## src/rtl/segment_pkg.sv

```systemverilog
// Shared constants for the seven-segment clock capture block: segment codes,
// digit strobe encodings, FSM state type and strobe helpers.
package segment_pkg;

  // Segment codes for 0-9, bit0=a .. bit6=g
  localparam logic [6:0] SEG_CODE [10] = '{
    7'h3F, 7'h06, 7'h5B, 7'h4F, 7'h66, 7'h6D, 7'h7D, 7'h07, 7'h7F, 7'h6F
  };

  // Active-low one-hot digit strobes
  localparam logic [3:0] STB_MIN_ONES = 4'b1110;
  localparam logic [3:0] STB_MIN_TENS = 4'b1101;
  localparam logic [3:0] STB_HR_ONES  = 4'b1011;
  localparam logic [3:0] STB_HR_TENS  = 4'b0111;

  typedef enum logic [2:0] {
    S_IDLE, S_SETTLE, S_CAPTURE, S_HOLD, S_COMMIT
  } state_t;

  // A strobe is usable only when exactly one line is pulled low
  function automatic logic strobe_legal(input logic [3:0] d);
    return (d == STB_MIN_ONES) || (d == STB_MIN_TENS) ||
           (d == STB_HR_ONES)  || (d == STB_HR_TENS);
  endfunction

  // Slot index of a legal strobe (0 = minute ones .. 3 = hour tens)
  function automatic logic [1:0] strobe_slot(input logic [3:0] d);
    case (d)
      STB_MIN_TENS: return 2'd1;
      STB_HR_ONES:  return 2'd2;
      STB_HR_TENS:  return 2'd3;
      default:      return 2'd0;
    endcase
  endfunction

  function automatic logic [3:0] slot_strobe(input logic [1:0] s);
    return ~(4'b0001 << s);
  endfunction

endpackage

```

## src/rtl/seg7_decoder.sv

```systemverilog
// Combinational seven-segment to BCD decoder; anything that is not one of
// the ten digit glyphs is reported as illegal.
module seg7_decoder
  import segment_pkg::*;
(
  input  logic [6:0] segment,
  output logic [3:0] value,
  output logic       legal
);

  // Exact match against the glyph table
  always_comb begin
    value = '0;
    legal = 1'b0;
    for (int i = 0; i < 10; i++) begin
      if (segment == SEG_CODE[i]) begin
        value = 4'(i);
        legal = 1'b1;
      end
    end
  end

endmodule

```

## src/rtl/segment_capture.sv

```systemverilog
// Captures a multiplexed 4-digit seven-segment clock display into binary
// hours/minutes. Each digit is accepted only after its strobe and segments
// have been stable for STABLE_CYCLES, and a frame commits once all four
// slots hold a decoded digit. Optional macro RANGE_CHECK_EN rejects frames
// with minutes > 59 or hours > 23.
module segment_capture
  import segment_pkg::*;
#(
  parameter int STABLE_CYCLES  = 16,
  parameter int TIMEOUT_CYCLES = 24_000
) (
  input  logic       sys_clk,
  input  logic       rst,
  input  logic [7:0] segment,
  input  logic [3:0] digit,
  output logic [6:0] minutes,
  output logic [4:0] hours,
  output logic [3:0] dp_seen,
  output logic       frame_valid,
  output logic       pattern_err,
  output logic       link_ok
);

  localparam int SW = $clog2(STABLE_CYCLES + 1);
  localparam int TW = $clog2(TIMEOUT_CYCLES + 1);

  logic [7:0]       seg_s1, seg_s2, seg_prev;
  logic [3:0]       dig_s1, dig_s2, dig_prev;
  state_t           state;
  logic [SW-1:0]    settle_cnt;
  logic [TW-1:0]    idle_cnt;
  logic [7:0]       cap_seg;
  logic [1:0]       cap_slot;
  logic [3:0]       mask;
  logic [3:0][3:0]  val;
  logic [3:0]       dps;

  logic [3:0]       dec_val;
  logic             dec_legal;
  logic [3:0]       mask_next;
  logic [6:0]       min_calc, hr_calc;
  logic             timeout_hit;

  seg7_decoder u_dec (
    .segment (cap_seg[6:0]),
    .value   (dec_val),
    .legal   (dec_legal)
  );

  assign mask_next   = mask | (4'b0001 << cap_slot);
  assign min_calc    = 7'(val[1]) * 7'd10 + 7'(val[0]);
  assign hr_calc     = 7'(val[3]) * 7'd10 + 7'(val[2]);
  assign timeout_hit = (idle_cnt == TW'(TIMEOUT_CYCLES - 1));

  // Two-flop synchronizer plus one more stage for change detection
  always_ff @(posedge sys_clk) begin
    if (rst) begin
      seg_s1 <= '0;  seg_s2 <= '0;  seg_prev <= '0;
      dig_s1 <= '1;  dig_s2 <= '1;  dig_prev <= '1;
    end else begin
      seg_s1 <= segment;  seg_s2 <= seg_s1;  seg_prev <= seg_s2;
      dig_s1 <= digit;    dig_s2 <= dig_s1;  dig_prev <= dig_s2;
    end
  end

  // Capture FSM with registered outputs and link watchdog
  always_ff @(posedge sys_clk) begin
    if (rst) begin
      state       <= S_IDLE;
      settle_cnt  <= '0;
      idle_cnt    <= '0;
      cap_seg     <= '0;
      cap_slot    <= '0;
      mask        <= '0;
      val         <= '0;
      dps         <= '0;
      minutes     <= '0;
      hours       <= '0;
      dp_seen     <= '0;
      frame_valid <= 1'b0;
      pattern_err <= 1'b0;
      link_ok     <= 1'b0;
    end else begin
      frame_valid <= 1'b0;
      pattern_err <= 1'b0;
      if (idle_cnt != TW'(TIMEOUT_CYCLES)) idle_cnt <= idle_cnt + 1'b1;

      case (state)
        S_IDLE: begin
          if (strobe_legal(dig_s2)) begin
            state      <= S_SETTLE;
            settle_cnt <= '0;
          end
        end
        S_SETTLE: begin
          if (!strobe_legal(dig_s2)) begin
            state <= S_IDLE;
          end else if (seg_s2 != seg_prev || dig_s2 != dig_prev) begin
            settle_cnt <= '0;
          end else if (settle_cnt == SW'(STABLE_CYCLES - 1)) begin
            // Latch the stable sample so a strobe change next cycle is harmless
            state    <= S_CAPTURE;
            cap_seg  <= seg_s2;
            cap_slot <= strobe_slot(dig_s2);
          end else begin
            settle_cnt <= settle_cnt + 1'b1;
          end
        end
        S_CAPTURE: begin
          idle_cnt <= '0;
          if (dec_legal) begin
            val[cap_slot] <= dec_val;
            dps[cap_slot] <= cap_seg[7];
            mask          <= mask_next;
            state         <= (mask_next == 4'b1111) ? S_COMMIT : S_HOLD;
          end else begin
            pattern_err <= 1'b1;
            mask        <= '0;
            state       <= S_HOLD;
          end
        end
        S_HOLD: begin
          // Wait for the display to move on; the same strobe is never recaptured
          if (dig_s2 != slot_strobe(cap_slot)) begin
            state      <= strobe_legal(dig_s2) ? S_SETTLE : S_IDLE;
            settle_cnt <= '0;
          end
        end
        S_COMMIT: begin
          mask  <= '0;
          state <= S_HOLD;
`ifdef RANGE_CHECK_EN
          if (min_calc > 7'd59 || hr_calc > 7'd23) begin
            pattern_err <= 1'b1;
          end else begin
            minutes     <= min_calc;
            hours       <= hr_calc[4:0];
            dp_seen     <= dps;
            frame_valid <= 1'b1;
            link_ok     <= 1'b1;
          end
`else
          minutes     <= min_calc;
          hours       <= hr_calc[4:0];
          dp_seen     <= dps;
          frame_valid <= 1'b1;
          link_ok     <= 1'b1;
`endif
        end
        default: state <= S_IDLE;
      endcase

      // Watchdog expiry drops the link and abandons any partial frame
      if (timeout_hit && state != S_CAPTURE) begin
        mask    <= '0;
        link_ok <= 1'b0;
        state   <= S_IDLE;
      end
    end
  end

endmodule

```

## config.mk

```make
export PLATFORM = sky130hd
export DESIGN_NAME = segment_capture
export DESIGN_NICKNAME = d
export VERILOG_FILES = /design/src/rtl/segment_pkg.sv /design/src/rtl/seg7_decoder.sv /design/src/rtl/segment_capture.sv
export SDC_FILE = /design/constraint.sdc
export NUM_CORES = 1
export LEC_CHECK = 0
export ABC_AREA = 0
export CORE_ASPECT_RATIO = 0.6
export CORE_MARGIN = 5
export CORE_UTILIZATION = 63
export CTS_CLUSTER_SIZE = 8
export DETAILED_ROUTE_END_ITERATION = 6
export GPL_ROUTABILITY_DRIVEN = 1
export PLACE_DENSITY = 0.91
export SLEW_MARGIN = 20
export SYNTH_ARGS = -nofsm -noshare
export SYNTH_HDL_FRONTEND = slang
export SYNTH_HIERARCHICAL = 1
export SYNTH_SLANG_ARGS = --single-unit
export TNS_END_PERCENT = 100
```

## constraint.sdc

```tcl
create_clock -name sys_clk -period 5.2 [get_ports sys_clk]
set_input_delay 1.04 -clock sys_clk [delete_from_list [all_inputs] [get_ports sys_clk]]
set_output_delay 1.04 -clock sys_clk [all_outputs]
set_load 0.005 [all_outputs]
```

==> impl_metrics.py <==
metrics = {
    "status": {
        "status": "finished clean",
    },
    "cells_and_area": {
        "utilization": 0.710,
        "final_nets": 585,
        "final_cells": 666,
        "final_common_cell": "dfxtp_1",
        "final_cell_mix": "112 x dfxtp_1, 60 x nand2_1, 51 x nor2_1, 38 x a21oi_1",
        "antenna_cells": 0,
        "synthToLayoutAreaGrowth_pct": 11.6,
        "drive_gt1_frac": 0.0789,
        "fillers": 600,
    },
    "clock_tree": {
        "cts_inserted_buffers": 9,
        "insertion_delay_ns": 0.35,
        "post_cts_buffers": 0,
        "cts_htree_levels": 3,
        "cts_hold_buf": 0,
        "cts_tree": "built",
        "root_buffer": "clkbuf_16",
        "cts.clk_slew.worst_paths_ns": 0.06,
        "cts.repair.resized": 0,
        "clockBufferDepth": 2,
        "clock-sinks": 112,
    },
    "place": {
        "dpl.cell_count": 651,
        "place.gp.congestion": 0.906,
        "dp_hpwl_mm": 7.08,
        "io_buffers": 32,
    },
    "sta": {
        "setup_violations": 0,
        "period_minus_slack_ns": 2.70,
        "fmax_mhz": 371,
        "rsz0062_at_grt": "false",
        "slew_viol_final": 0,
        "fin_worst_skew_ns": 0.00817,
        "hold_viol": 0,
        "period_share": 0.519,
        "relSlewSlack": 0.298,
        "fin_tns_setup_ns": 0,
        "worstMarginPinSlew_ns": 1.05,
    },
    "global_routing": {
        "antenna_found_initial": 0,
        "track_usage": 0.216,
        "grt_pass1_vias": 3614,
        "grt_max_degree": 88,
        "grt_overflow": 0,
        "grt_pass1_wl_mm": 17.1,
    },
    "floorplan": {
        "die_w_um": 124,
        "start_util": 0.636,
        "dieArea_mm2": 0.00976,
        "num_rows": 25,
        "chipHeight_um": 78.6,
        "io_pins": 33,
        "core_mm2": 0.00776,
    },
    "detailed_routing": {
        "drtIter0Drc": 358,
        "antenna_left": 0,
        "drc_errors": 0,
        "wl_per_cell_um": 15.2,
        "viasPerCell": 5.67,
        "wl_mm": 10.1,
        "vias": 3773,
        "first_pass_iters": 5,
    },
    "yosys": {
        "synth_compound_area_frac": 0.0892,
        "syn_inst": 539,
        "syn-cell-area_mm2": 0.00494,
        "avgSynthCellArea_um2": 9.16,
        "synth_top_family_by_area": "simple AND/OR/NAND/NOR gates",
        "synth_edf_count": 0,
        "syn_nets": 570,
        "synth_area_leaders": "dfxtp_1 45%, nand2_1 4.6%, mux2i_1 4.1%",
        "synth_top_area_cell": "dfxtp_1",
        "async_reset_ff_frac": 0,
        "synth_top_area_share": 0.454,
        "synth_cell_types": 62,
        "synthFlopType": "dfxtp_1",
        "muxShareOfSynthArea": 0.0451,
        "synth_xor_area_frac": 0.0672,
        "synth_adder_area_share": 0.0477,
        "ys_ff_latch": 112,
        "synthSimpleGateAreaFrac": 0.256,
        "seq_area_frac_synth": 0.454,
        "synth_warnings": 6,
    },
    "job": {
        "cap_violations": 0,
    },
    "power_and_ir_drop": {
        "peakVddDrop_mv": 0.210,
        "leakagePower_uw": 0.00205,
        "pwr_density_cell_mw_per_mm2": 306,
        "p_total_uw": 1690,
    },
    "worst_setup_path": {
        "cp.required_ns": 5.40,
        "cp-end-kind": "flip-flop",
        "cp.arrival_ns": 2.90,
        "critical_path.max_fanout": 11,
        "worstSetupStartpointType": "flip-flop",
        "crit_type": "reg2reg",
    },
    "worst_hold_path": {
        "holdCritPathClass": "reg2reg",
    },
}
==> worst max-delay path, stage by stage (launching register included) <==
cell,delay (ns)
dfxtp_1,0.57
xor2_1,0.15
nor4_2,0.48
nand2_1,0.13
nor3_2,0.85
mux2i_1,0.32
nor2_1,0.06
==> layer usage <==
layer,GRT usage,routed length (µm)
met1,0.277,4640
met2,0.343,4560
met3,0.0693,769
met4,0.0777,159
met5,0,0
==> Yosys cell counts (6+ instances only) <==
cell and number:
inv_1 11, dfxtp_1 112, clkbuf_1 15, nand2b_1 7, or2_2 11, nor2b_1 31
nand2_1 60, xor2_1 20, nand3_1 25, buf_2 6, xnor2_1 16, ha_1 14
nor2_1 51, o21ai_0 6, mux2i_1 20, a21oi_1 38, nor3_1 6
==> final timing paths <==
path	from	endpoint	slack, ns	cells after the start
worst max-delay path	dig_s2[2]	cap_seg[3]	2.50	6
worst min-delay path	dig_s1[0]	dig_s2[0]	0.41	1
worst min register to register	dig_s1[0]	dig_s2[0]	0.41	1
worst max register to register	dig_s2[2]	cap_seg[3]	2.50	6
==> state kept, by name (all words and copies together) (netlist names), 5 cells and up <==
register / cells
seg_prev: 8
val: 16
hours: 5
cap_seg: 8
settle_cnt: 5
seg_s2: 8
seg_s1: 8
minutes: 7
idle_cnt: 15
==> cells by family (layout without fill, tap and decap cells) <==
logic type,count (synthesis),after routing
and+or+nand+nor,240,240
DFF,112,112
AOI/OAI and AO/OA,71,71
buffers and inverters,40,59
xor gates and xnor gates,37,37
muxes,22,22
adders and majority gates,17,17
==> cell type report <==
| class | count | area [µm²] | area share |
|---|---|---|---|
| Tap cell | 108 | 135 | 0.0245 |
| Sequential cell | 112 | 2240 | 0.407 |
| Inverter | 11 | 41.3 | 0.00750 |
| Clock buffer | 12 | 256 | 0.0466 |
| Clock inverter | 3 | 17.5 | 0.00318 |
| Timing Repair Buffer | 33 | 323 | 0.0586 |
| Multi-Input combinational cell | 387 | 2490 | 0.452 |
==> report_power, final <==
group	internal (µW)	switching (µW)
Combinational	63.8	87.1
Sequential	880	21.8
Clock	347	288
Total	1290	397
==> per-stage QoR <==
| step | hold slack [ns] | setup slack (ns) | area [µm²] |
|---|---|---|---|
| CTS | 0.409 | 2.55 | 5510 |
| floorplan | 0.389 | 3.17 | 4940 |
| finish | 0.407 | 2.50 | 5510 |
| detailed placement | 0.396 | 2.57 | 5230 |
| global route | 0.417 | 2.35 | 5510 |
| global placement | 0.398 | 2.74 | 5230 |
(Power assumes the default switching activity.)
